===== src/rtl/processing_array_nxn_if.sv =====
// Operand/result bundle for processing_array_nxn.
// master: operand feeder / result consumer side; slave: the array itself.
interface processing_array_nxn_if #(
  parameter int N          = 3,
  parameter int DATA_WIDTH = 8,
  parameter int ACC_WIDTH  = 32,
  parameter int K_WIDTH    = 8
);
  logic [N*DATA_WIDTH-1:0]   i_a_vector;
  logic [N*DATA_WIDTH-1:0]   i_b_vector;
  logic                      i_data_valid;
  logic [K_WIDTH-1:0]        i_k_len;
  logic                      i_read_enable;
  logic                      i_clear_acc;
  logic [N*N*ACC_WIDTH-1:0]  o_result_matrix;
  logic                      o_computation_done;
  logic                      o_ready_for_data;
  logic                      o_overflow_detected;
  logic [K_WIDTH-1:0]        o_beat_count;

  modport master (
    output i_a_vector, i_b_vector, i_data_valid, i_k_len, i_read_enable, i_clear_acc,
    input  o_result_matrix, o_computation_done, o_ready_for_data,
           o_overflow_detected, o_beat_count
  );

  modport slave (
    input  i_a_vector, i_b_vector, i_data_valid, i_k_len, i_read_enable, i_clear_acc,
    output o_result_matrix, o_computation_done, o_ready_for_data,
           o_overflow_detected, o_beat_count
  );
endinterface


===== src/rtl/processing_array_nxn.sv =====
// N x N signed outer-product MAC array: acc[i][j] += a[i]*b[j] per accepted beat.
// Completes after a run-time beat count, holds results until read, sticky overflow.
// Optional feature macro: PROC_ARRAY_SATURATE_EN (clamp on overflow instead of wrap).
// ACC_WIDTH must be >= 2*DATA_WIDTH.
//
// state   | meaning
// S_IDLE  | empty accumulators, waiting for the first beat
// S_ACCUM | computation in progress, more beats expected
// S_DONE  | result complete and frozen until read or clear
module processing_array_nxn #(
  parameter int N          = 3,
  parameter int DATA_WIDTH = 8,
  parameter int ACC_WIDTH  = 32,
  parameter int K_WIDTH    = 8
) (
  input  logic                    clk,
  input  logic                    i_reset,
  processing_array_nxn_if.slave   bus
);
  localparam int CELLS = N * N;
  localparam int EXT   = ACC_WIDTH + 1 - 2 * DATA_WIDTH;

  typedef enum logic [1:0] {S_IDLE, S_ACCUM, S_DONE} state_t;

  state_t                       state_q, state_d;
  logic [CELLS*ACC_WIDTH-1:0]   acc_q, acc_d, acc_upd;
  logic [CELLS-1:0]             cell_ovf;
  logic [K_WIDTH-1:0]           count_q, count_d, count_inc;
  logic [K_WIDTH-1:0]           k_len_q, k_len_d, k_eff;
  logic                         ovf_q, ovf_d;

  // Per-cell next value: full-precision product added in ACC_WIDTH+1 bits
  for (genvar gi = 0; gi < N; gi++) begin : g_row
    for (genvar gj = 0; gj < N; gj++) begin : g_col
      localparam int C = gi * N + gj;
      logic signed [DATA_WIDTH-1:0]   a_el, b_el;
      logic signed [2*DATA_WIDTH-1:0] prod;
      logic signed [ACC_WIDTH:0]      sum;

      assign a_el = bus.i_a_vector[gi*DATA_WIDTH +: DATA_WIDTH];
      assign b_el = bus.i_b_vector[gj*DATA_WIDTH +: DATA_WIDTH];
      assign prod = $signed({{DATA_WIDTH{a_el[DATA_WIDTH-1]}}, a_el})
                  * $signed({{DATA_WIDTH{b_el[DATA_WIDTH-1]}}, b_el});
      assign sum  = $signed({acc_q[C*ACC_WIDTH+ACC_WIDTH-1], acc_q[C*ACC_WIDTH +: ACC_WIDTH]})
                  + $signed({{EXT{prod[2*DATA_WIDTH-1]}}, prod});
      // top two bits disagree exactly when the sum left the signed ACC_WIDTH range
      assign cell_ovf[C] = sum[ACC_WIDTH] ^ sum[ACC_WIDTH-1];
`ifdef PROC_ARRAY_SATURATE_EN
      assign acc_upd[C*ACC_WIDTH +: ACC_WIDTH] =
        !cell_ovf[C]    ? sum[ACC_WIDTH-1:0] :
        sum[ACC_WIDTH]  ? {1'b1, {(ACC_WIDTH-1){1'b0}}} :
                          {1'b0, {(ACC_WIDTH-1){1'b1}}};
`else
      assign acc_upd[C*ACC_WIDTH +: ACC_WIDTH] = sum[ACC_WIDTH-1:0];
`endif
    end
  end

  assign count_inc = count_q + K_WIDTH'(1);
  assign k_eff     = (bus.i_k_len == '0) ? K_WIDTH'(1) : bus.i_k_len;

  // Next-state and datapath update; clear outranks read, read outranks beats
  always_comb begin
    state_d = state_q;
    acc_d   = acc_q;
    count_d = count_q;
    k_len_d = k_len_q;
    ovf_d   = ovf_q;
    if (bus.i_clear_acc) begin
      state_d = S_IDLE;
      acc_d   = '0;
      count_d = '0;
      ovf_d   = 1'b0;
    end else begin
      case (state_q)
        S_IDLE: begin
          if (bus.i_data_valid) begin
            k_len_d = k_eff;
            acc_d   = acc_upd;
            ovf_d   = ovf_q | (|cell_ovf);
            count_d = K_WIDTH'(1);
            state_d = (k_eff == K_WIDTH'(1)) ? S_DONE : S_ACCUM;
          end
        end
        S_ACCUM: begin
          if (bus.i_data_valid) begin
            acc_d   = acc_upd;
            ovf_d   = ovf_q | (|cell_ovf);
            count_d = count_inc;
            if (count_inc == k_len_q) state_d = S_DONE;
          end
        end
        S_DONE: begin
          if (bus.i_read_enable) begin
            state_d = S_IDLE;
            acc_d   = '0;
            count_d = '0;
            ovf_d   = 1'b0;
          end
        end
        default: state_d = S_IDLE;
      endcase
    end
  end

  // State and datapath registers with synchronous reset
  always_ff @(posedge clk) begin
    if (i_reset) begin
      state_q <= S_IDLE;
      acc_q   <= '0;
      count_q <= '0;
      k_len_q <= K_WIDTH'(1);
      ovf_q   <= 1'b0;
    end else begin
      state_q <= state_d;
      acc_q   <= acc_d;
      count_q <= count_d;
      k_len_q <= k_len_d;
      ovf_q   <= ovf_d;
    end
  end

  assign bus.o_result_matrix     = acc_q;
  assign bus.o_computation_done  = (state_q == S_DONE);
  assign bus.o_ready_for_data    = (state_q != S_DONE);
  assign bus.o_overflow_detected = ovf_q;
  assign bus.o_beat_count        = count_q;
endmodule


===== src/flat_wrapper.sv =====
// flat-port wrapper written by rule: the top's interface ports become plain ports
module processing_array_nxn_flat 
#(
  parameter int N          = 3,
  parameter int DATA_WIDTH = 8,
  parameter int ACC_WIDTH  = 32,
  parameter int K_WIDTH    = 8
)
  (clk, i_reset, bus_i_a_vector, bus_i_b_vector, bus_i_data_valid, bus_i_k_len, bus_i_read_enable, bus_i_clear_acc, bus_o_result_matrix, bus_o_computation_done, bus_o_ready_for_data, bus_o_overflow_detected, bus_o_beat_count);
  processing_array_nxn_if #(.N(N), .DATA_WIDTH(DATA_WIDTH), .ACC_WIDTH(ACC_WIDTH), .K_WIDTH(K_WIDTH)) bus_i ();
  input  logic clk;
  input  logic i_reset;
  input wire logic [$bits(bus_i.i_a_vector)-1:0] bus_i_a_vector;
  input wire logic [$bits(bus_i.i_b_vector)-1:0] bus_i_b_vector;
  input wire logic [$bits(bus_i.i_data_valid)-1:0] bus_i_data_valid;
  input wire logic [$bits(bus_i.i_k_len)-1:0] bus_i_k_len;
  input wire logic [$bits(bus_i.i_read_enable)-1:0] bus_i_read_enable;
  input wire logic [$bits(bus_i.i_clear_acc)-1:0] bus_i_clear_acc;
  output wire logic [$bits(bus_i.o_result_matrix)-1:0] bus_o_result_matrix;
  output wire logic [$bits(bus_i.o_computation_done)-1:0] bus_o_computation_done;
  output wire logic [$bits(bus_i.o_ready_for_data)-1:0] bus_o_ready_for_data;
  output wire logic [$bits(bus_i.o_overflow_detected)-1:0] bus_o_overflow_detected;
  output wire logic [$bits(bus_i.o_beat_count)-1:0] bus_o_beat_count;
  assign bus_i.i_a_vector = bus_i_a_vector;
  assign bus_i.i_b_vector = bus_i_b_vector;
  assign bus_i.i_data_valid = bus_i_data_valid;
  assign bus_i.i_k_len = bus_i_k_len;
  assign bus_i.i_read_enable = bus_i_read_enable;
  assign bus_i.i_clear_acc = bus_i_clear_acc;
  assign bus_o_result_matrix = bus_i.o_result_matrix;
  assign bus_o_computation_done = bus_i.o_computation_done;
  assign bus_o_ready_for_data = bus_i.o_ready_for_data;
  assign bus_o_overflow_detected = bus_i.o_overflow_detected;
  assign bus_o_beat_count = bus_i.o_beat_count;
  processing_array_nxn #(.N(N), .DATA_WIDTH(DATA_WIDTH), .ACC_WIDTH(ACC_WIDTH), .K_WIDTH(K_WIDTH)) u_core (.clk(clk), .i_reset(i_reset), .bus(bus_i));
endmodule

===== config.mk =====
export PLATFORM = sky130hd
export DESIGN_NAME = processing_array_nxn_flat
export DESIGN_NICKNAME = d
export VERILOG_FILES = /design/src/rtl/processing_array_nxn_if.sv /design/src/rtl/processing_array_nxn.sv /design/src/flat_wrapper.sv
export SDC_FILE = /design/constraint.sdc
export NUM_CORES = 2
export LEC_CHECK = 0
export BUFFER_PORTS_ARGS = -buffer_cell sky130_fd_sc_hd__buf_4
export CAP_MARGIN = 20
export CORE_UTILIZATION = 39
export CTS_CLUSTER_SIZE = 30
export DETAILED_ROUTE_END_ITERATION = 10
export GPL_TIMING_DRIVEN = 0
export PLACE_DENSITY = 0.59
export SYNTH_ARGS = -nofsm -noshare
export SYNTH_HDL_FRONTEND = slang
export SYNTH_SLANG_ARGS = --single-unit

===== constraint.sdc =====
create_clock -name clk -period 18.18 [get_ports clk]
set_input_delay 1.818 -clock clk [delete_from_list [all_inputs] [get_ports clk]]
set_output_delay 1.818 -clock clk [all_outputs]
set_load 0.02 [all_outputs]

; Yosys cells after proc, flatten, opt, wreduce, memory -nomap -nowiden
; Cells that the tools add are included.
[word_totals]
regBits = 307
latchBits = 0
ram_bits = 0
mem_bits_ro = 0
inputBits = 61
output_inout_bits = 299
wordCells = 73
n_memories = 0
[classes]
addsub = 10
mul = 9
n_div = 0
magnitude_cmp = 0
n_eq_ne = 10
shift = 0
n_mux = 17
n_bitwise = 11
n_reduce_logical = 11
[ops]
columns = op, n
row1 = 2-to-1 mux 288 bit, 2
row2 = one-hot mux 288 bit (2 select lines), 1
row3 = adder 32 x 16 -> 33 bit, 9
row4 = multiplier 8 x 8 -> 16 bit, 9
row5 = 2-to-1 mux 8 bit, 4
row6 = one-hot mux 8 bit (3 select lines), 1
row7 = 2-to-1 mux 2 bit, 5
row8 = OR reduction 9 bit, 1
row9 = XOR 1 bit, 9
row10 = "adder 8 x 1 -> 8 bit, second input constant", 1
row11 = "equality test 8 x 1 -> 1 bit, second input constant", 1
row12 = equality test 8 bit, 1
row13 = zero test 8 bit, 1
row14 = "inequality test 2 bit, second input constant", 4
row15 = AND reduction 4 bit, 2
row16 = one-hot mux 2 bit (3 select lines), 1
row17 = AND reduction 3 bit, 2
row18 = "inequality test 2 x 1 -> 1 bit, second input constant", 2
row19 = OR reduction 2 bit, 2
row20 = nonzero test 3 bit, 1
row21 = "equality test 2 x 1 -> 1 bit, second input constant", 1
row22 = "equality test 2 bit, second input constant", 1
row23 = zero test 2 bit, 1
row24 = 2-to-1 mux 1 bit, 2
row25 = 4 further kinds, 4

; Depth between registers and ports, before layout
[depth]
ltp_word = 7
ltp_mapped = 25
mapped_depth_nobuf = 24

; Worst setup path after synthesis
; Ideal clock, no wire load.
[synth_timing]
path_type = input to register
startpoint = in bus_i_a_vector[15]
endpoint = reg u_core.ovf_q (netlist: u_core.bus.o_overflow_detected)
setup_time_ps = 91
t_arrival_ps = 8293
required_time_ps = 18089
path_slack_ps = 9796
path_stages = 23
path_buffers = 1
cell_sequence = clkbuf_1 and2_1 inv_1 fa_1 inv_1 fa_1 fa_1 fa_1 inv_1 fa_1 inv_1 ha_1 o211ai_1 o211ai_1 a41oi_1 o21ai_1 a32o_1 a221oi_2 xnor2_1 xnor3_1 nand4_1 nor4_1 a311oi_1
[synth_via]
elab_chain_cells = 7
[synth_rtl]
columns = element, line
row1 = "start, declared", flat_wrapper.sv:13  ; input wire logic [$bits(bus_i.i_a_vector)-1:0] bus_i_a_vector;
row2 = multiplier 8 x 8 -> 16 bit, processing_array_nxn.sv:43  ; * $signed({{DATA_WIDTH{b_el[DATA_WIDTH-1]}}, b_el});
row3 = adder 32 x 16 -> 33 bit, processing_array_nxn.sv:45  ; + $signed({{EXT{prod[2*DATA_WIDTH-1]}}, prod});
row4 = XOR 1 bit, processing_array_nxn.sv:47  ; assign cell_ovf[C] = sum[ACC_WIDTH] ^ sum[ACC_WIDTH-1];
row5 = OR reduction 9 bit (*), "processing_array_nxn.sv:80, processing_array_nxn.sv:88"
row6 = bitwise OR 1 bit (*), "processing_array_nxn.sv:80, processing_array_nxn.sv:88"
row7 = 2-to-1 mux 1 bit (*), "processing_array_nxn.sv:77, processing_array_nxn.sv:86"
row8 = one-hot mux 1 bit (2 select lines) (*), processing_array_nxn.sv:75  ; case (state_q)
row9 = "end signal, assigned", processing_array_nxn.sv:119  ; ovf_q <= ovf_d;
row10 = "end, declared", processing_array_nxn.sv:30  ; logic ovf_q, ovf_d;
; Every way passes the cells marked *; elsewhere a longest branch is shown, timed or not. The select of a mux whose other input is x is not followed.
; A chain may end at the register's enable or synchronous reset.

; Worst setup path after layout
[layout_timing]
startpoint = in bus_i_b_vector[10]
endpoint = reg u_core.ovf_q (netlist: u_core.bus.o_overflow_detected)
[layout_via]
elab_chain_cells = 7
[layout_rtl]
columns = element, line
row1 = "start, declared", flat_wrapper.sv:14  ; input wire logic [$bits(bus_i.i_b_vector)-1:0] bus_i_b_vector;
row2 = multiplier 8 x 8 -> 16 bit, processing_array_nxn.sv:43
row3 = adder 32 x 16 -> 33 bit, processing_array_nxn.sv:45
row4 = XOR 1 bit, processing_array_nxn.sv:47
row5 = OR reduction 9 bit (*), "processing_array_nxn.sv:80, processing_array_nxn.sv:88"
row6 = bitwise OR 1 bit (*), "processing_array_nxn.sv:80, processing_array_nxn.sv:88"
row7 = 2-to-1 mux 1 bit (*), "processing_array_nxn.sv:77, processing_array_nxn.sv:86"
row8 = one-hot mux 1 bit (2 select lines) (*), processing_array_nxn.sv:75
; Marks and branches as above.

==> impl_summary.log <==
INFO  metric synth.ff_latch_count = 307
INFO  metric count_of_distinct_cell_types_in_the_synthesized_netlist = 87
INFO  metric combined_flip_flop_and_latch_cell_area = 6150 um^2
INFO  metric tritoncts = done
INFO  metric type_of_element_launching_the_critical_path = input pin
INFO  metric first_iter_violations = 3294
INFO  metric fmax = 99.1 MHz
INFO  metric grt_setup_unrepaired = false
INFO  metric setup_viol = 0
INFO  metric ctsLongestPathBuffers = 3
INFO  metric global_route_wire_length_before_repair = 307000 um
INFO  metric vias = 46.2k
INFO  metric detail_route.drc_violations = 0
INFO  metric synthFlopType = sky130_fd_sc_hd__dfxtp_1
INFO  metric finalClockSkew = slightly above 30 ps
INFO  metric setup_tns = 0 ps
INFO  metric postSynthNetCount = 8196
INFO  metric total_congestion_overflow = 0
INFO  metric wl_per_cell = 23.0 um
INFO  metric holdBufCountCts = 0
INFO  metric drt_first_pass_iters = 6
INFO  metric ctsRootBufferMaster = sky130_fd_sc_hd__clkbuf_16
INFO  metric hold_viol_final = 0
INFO  metric crit_path_max_fanout = 14
INFO  metric layout-drive-gt1-share = 0.0799
INFO  metric synth-edff-count = 0
INFO  metric placeableCoreArea = 153000 um^2
INFO  metric syn2layout_area_growth = 12.4%
INFO  metric layout.cells.most_common_list = sky130_fd_sc_hd__fa_1 (1260), sky130_fd_sc_hd__inv_1 (1102), sky130_fd_sc_hd__ha_1 (653), sky130_fd_sc_hd__nor2_1 (418), sky130_fd_sc_hd__nand2_1 (380)
INFO  metric run_status = finished clean
INFO  metric postSynthCellCount = between 6k and 7k
INFO  metric insertion_delay = just under 700 ps
INFO  metric die_height = 395 um
INFO  metric final_period_minus_worst_setup_slack = about 10000 ps
INFO  metric filler_cell_count = roughly 15k
INFO  metric cts-buffers-inserted = between 40 and 50
INFO  metric floorplan.io_pins = 360
INFO  metric detailed_place_hpwl = 167000 um
INFO  metric num_rows = about 140
INFO  metric floorplan.initialDensity = 0.395
INFO  metric die_width = roughly 400 um
INFO  metric cp_data_required_time = 18680 ps
INFO  metric port-buffer-count = around 360
INFO  metric grt_max_degree = 25
INFO  metric cts_max_level = 2
INFO  metric critPathCaptureType = register
INFO  metric max_cap_violations = 0
INFO  metric syn_avg_cell_area = approximately 9.7 um^2
INFO  metric gp_congestion = 0.948
INFO  metric groute.usage.overall = 0.263
INFO  metric worst_slew_margin_rel = 0.215
INFO  metric drtAntennaViolNets = 0
INFO  metric clkSinkCount = 307
INFO  metric sequential_share_of_the_synthesized_area = 0.102
INFO  metric timing_worst_setup_path_type = in -> reg
INFO  metric final_common_cell = sky130_fd_sc_hd__fa_1
INFO  metric nNetsFinal = 8633
INFO  metric post_cts.resized_instances = 0
INFO  metric fin_crit_sh = 0.555
INFO  metric path_class_of_the_lowest_slack_min_delay_path = reg -> reg
INFO  metric initial_antenna_violation_count = 39
INFO  metric worst_path_arrival_time = 10590 ps
INFO  metric route.detailed.vias_per_inst = 5.29
INFO  metric syn_area = 60300 um^2
INFO  metric die-area = between 150000 and 200000 um^2
INFO  metric clkTransAtPathRegs = 60 ps
INFO  metric multi_input_area = about 49000 um^2
INFO  metric postRouteWirelength = 201000 um
INFO  metric synth_async_sr_flop_share = 0
INFO  metric final_design_instance_area_without_fill = 67800 um^2
INFO  metric worst_slew_pin_slew = 1180 ps
INFO  metric final_max_slew_viol_count = 0
INFO  metric placed_cell_area = 66100 um^2
INFO  metric first_global_vias = 48.5k
INFO  metric yosys_warnings = 0
INFO  metric cts.repair_timing.setup_buffer_count = 0
## through the flow
stage / worst slack [ps] / utilization / std cells / hold slack [ps]
floorplan: 9800 / - / 6222 / 484
global placement: 6300 / 0.429 / 8610 / 486
detailed placement: 7420 / 0.433 / 8638 / 487
CTS: 8110 / 0.443 / 8727 / 506
global route: 7770 / 0.444 / 8731 / 519
finish: 8090 / 0.444 / 8734 / 504
## critical path, stage by stage
cell and delay, ps:
sky130_fd_sc_hd__buf_4 150, sky130_fd_sc_hd__clkbuf_1 820, sky130_fd_sc_hd__nand2_1 350, sky130_fd_sc_hd__fa_1 740, sky130_fd_sc_hd__fa_1 640, sky130_fd_sc_hd__inv_1 760
sky130_fd_sc_hd__fa_1 590, sky130_fd_sc_hd__fa_1 460, sky130_fd_sc_hd__ha_1 290, sky130_fd_sc_hd__ha_1 340, sky130_fd_sc_hd__a21oi_1 190, sky130_fd_sc_hd__o21ai_0 120
sky130_fd_sc_hd__nor4_1 190, sky130_fd_sc_hd__o31ai_1 140, sky130_fd_sc_hd__a32oi_1 340, sky130_fd_sc_hd__o21ai_0 260, sky130_fd_sc_hd__a211o_1 400, sky130_fd_sc_hd__xnor2_1 610
sky130_fd_sc_hd__nand4_1 450, sky130_fd_sc_hd__nor4_1 710, sky130_fd_sc_hd__a311oi_1 180
## cell families (layout without fill, tap and decap cells)
| group | after synthesis | after routing | synth area share |
|---|---|---|---|
| compound gates | 989 | 989 | 0.108 |
| other cells | 0 | 6 | 0 |
| xor+xnor | 262 | 262 | 0.0385 |
| flops | 307 | 307 | 0.102 |
| mux | 12 | 12 | 0.00199 |
| fa+ha+maj | 1913 | 1913 | 0.554 |
| simple gates | 1426 | 1426 | 0.114 |
| buf+inv | 1313 | 1789 | 0.0823 |
## worst paths after layout
kind                                   startpoint                         endpoint  slack, ps  cells past startpoint
setup / recovery               bus_i_b_vector[10]   u_core.bus.o_overflow_detected       8090                     21
hold / removal    u_core.bus.o_result_matrix[211]  u_core.bus.o_result_matrix[211]        500                      2
setup reg to reg   u_core.bus.o_result_matrix[38]   u_core.bus.o_overflow_detected      10470                     21
hold reg to reg   u_core.bus.o_result_matrix[211]  u_core.bus.o_result_matrix[211]        500                      2
## area by class of cell
cell class | count | area share
Antenna cell | 6 | 0.000222
Sequential cell | 307 | 0.0907
Inverter | 1103 | 0.0611
Timing Repair Buffer | 387 | 0.0480
Clock inverter | 35 | 0.00515
Clock buffer | 54 | 0.0188
Multi-Input combinational cell | 4602 | 0.726
Tap cell | 2030 | 0.0375
Buffer | 210 | 0.0122
## registers in the layout, indices dropped and copies added, names as in the netlist
signal,flops
u_core.state_q,2
u_core.bus.o_result_matrix,288
u_core.bus.o_overflow_detected,1
u_core.bus.o_beat_count,8
u_core.k_len_q,8
## metal layers
layer  vias up  routed length [um]  global-route usage
met5         -                 279                   0
met4        44                7500              0.0855
met3       292               19500              0.0742
li1      20800                   -                   -
met1     23600               82200               0.343
met2      1496               91800               0.420
## Yosys cell counts (all sizes together), types with 12 or more instances
master | count | area share
a211oi | 21 | 0.0028
a21o | 105 | 0.013
a21oi | 285 | 0.024
a22oi | 148 | 0.018
a31oi | 21 | 0.0023
a32oi | 18 | 0.0027
and2 | 301 | 0.031
and3 | 63 | 0.0065
buf | 13 | 0.0012
clkbuf | 197 | 0.012
dfxtp | 307 | 0.10
fa | 1260 | 0.42
ha | 653 | 0.14
inv | 1102 | 0.069
mux2i | 12 | 0.0020
nand2 | 382 | 0.024
nand2b | 34 | 0.0035
nand3 | 47 | 0.0039
nand4 | 21 | 0.0022
nor2 | 419 | 0.026
nor2b | 41 | 0.0043
nor3 | 44 | 0.0037
nor4 | 20 | 0.0021
o211ai | 22 | 0.0027
o21a | 45 | 0.0056
o21ai | 175 | 0.015
o21bai | 36 | 0.0045
o31ai | 14 | 0.0020
or2 | 13 | 0.0013
or3 | 17 | 0.0018
xnor2 | 170 | 0.025
xor2 | 90 | 0.013
Power is not shown: default switching activity piles up to over one toggle a cycle in this logic, so the estimate is an artifact.
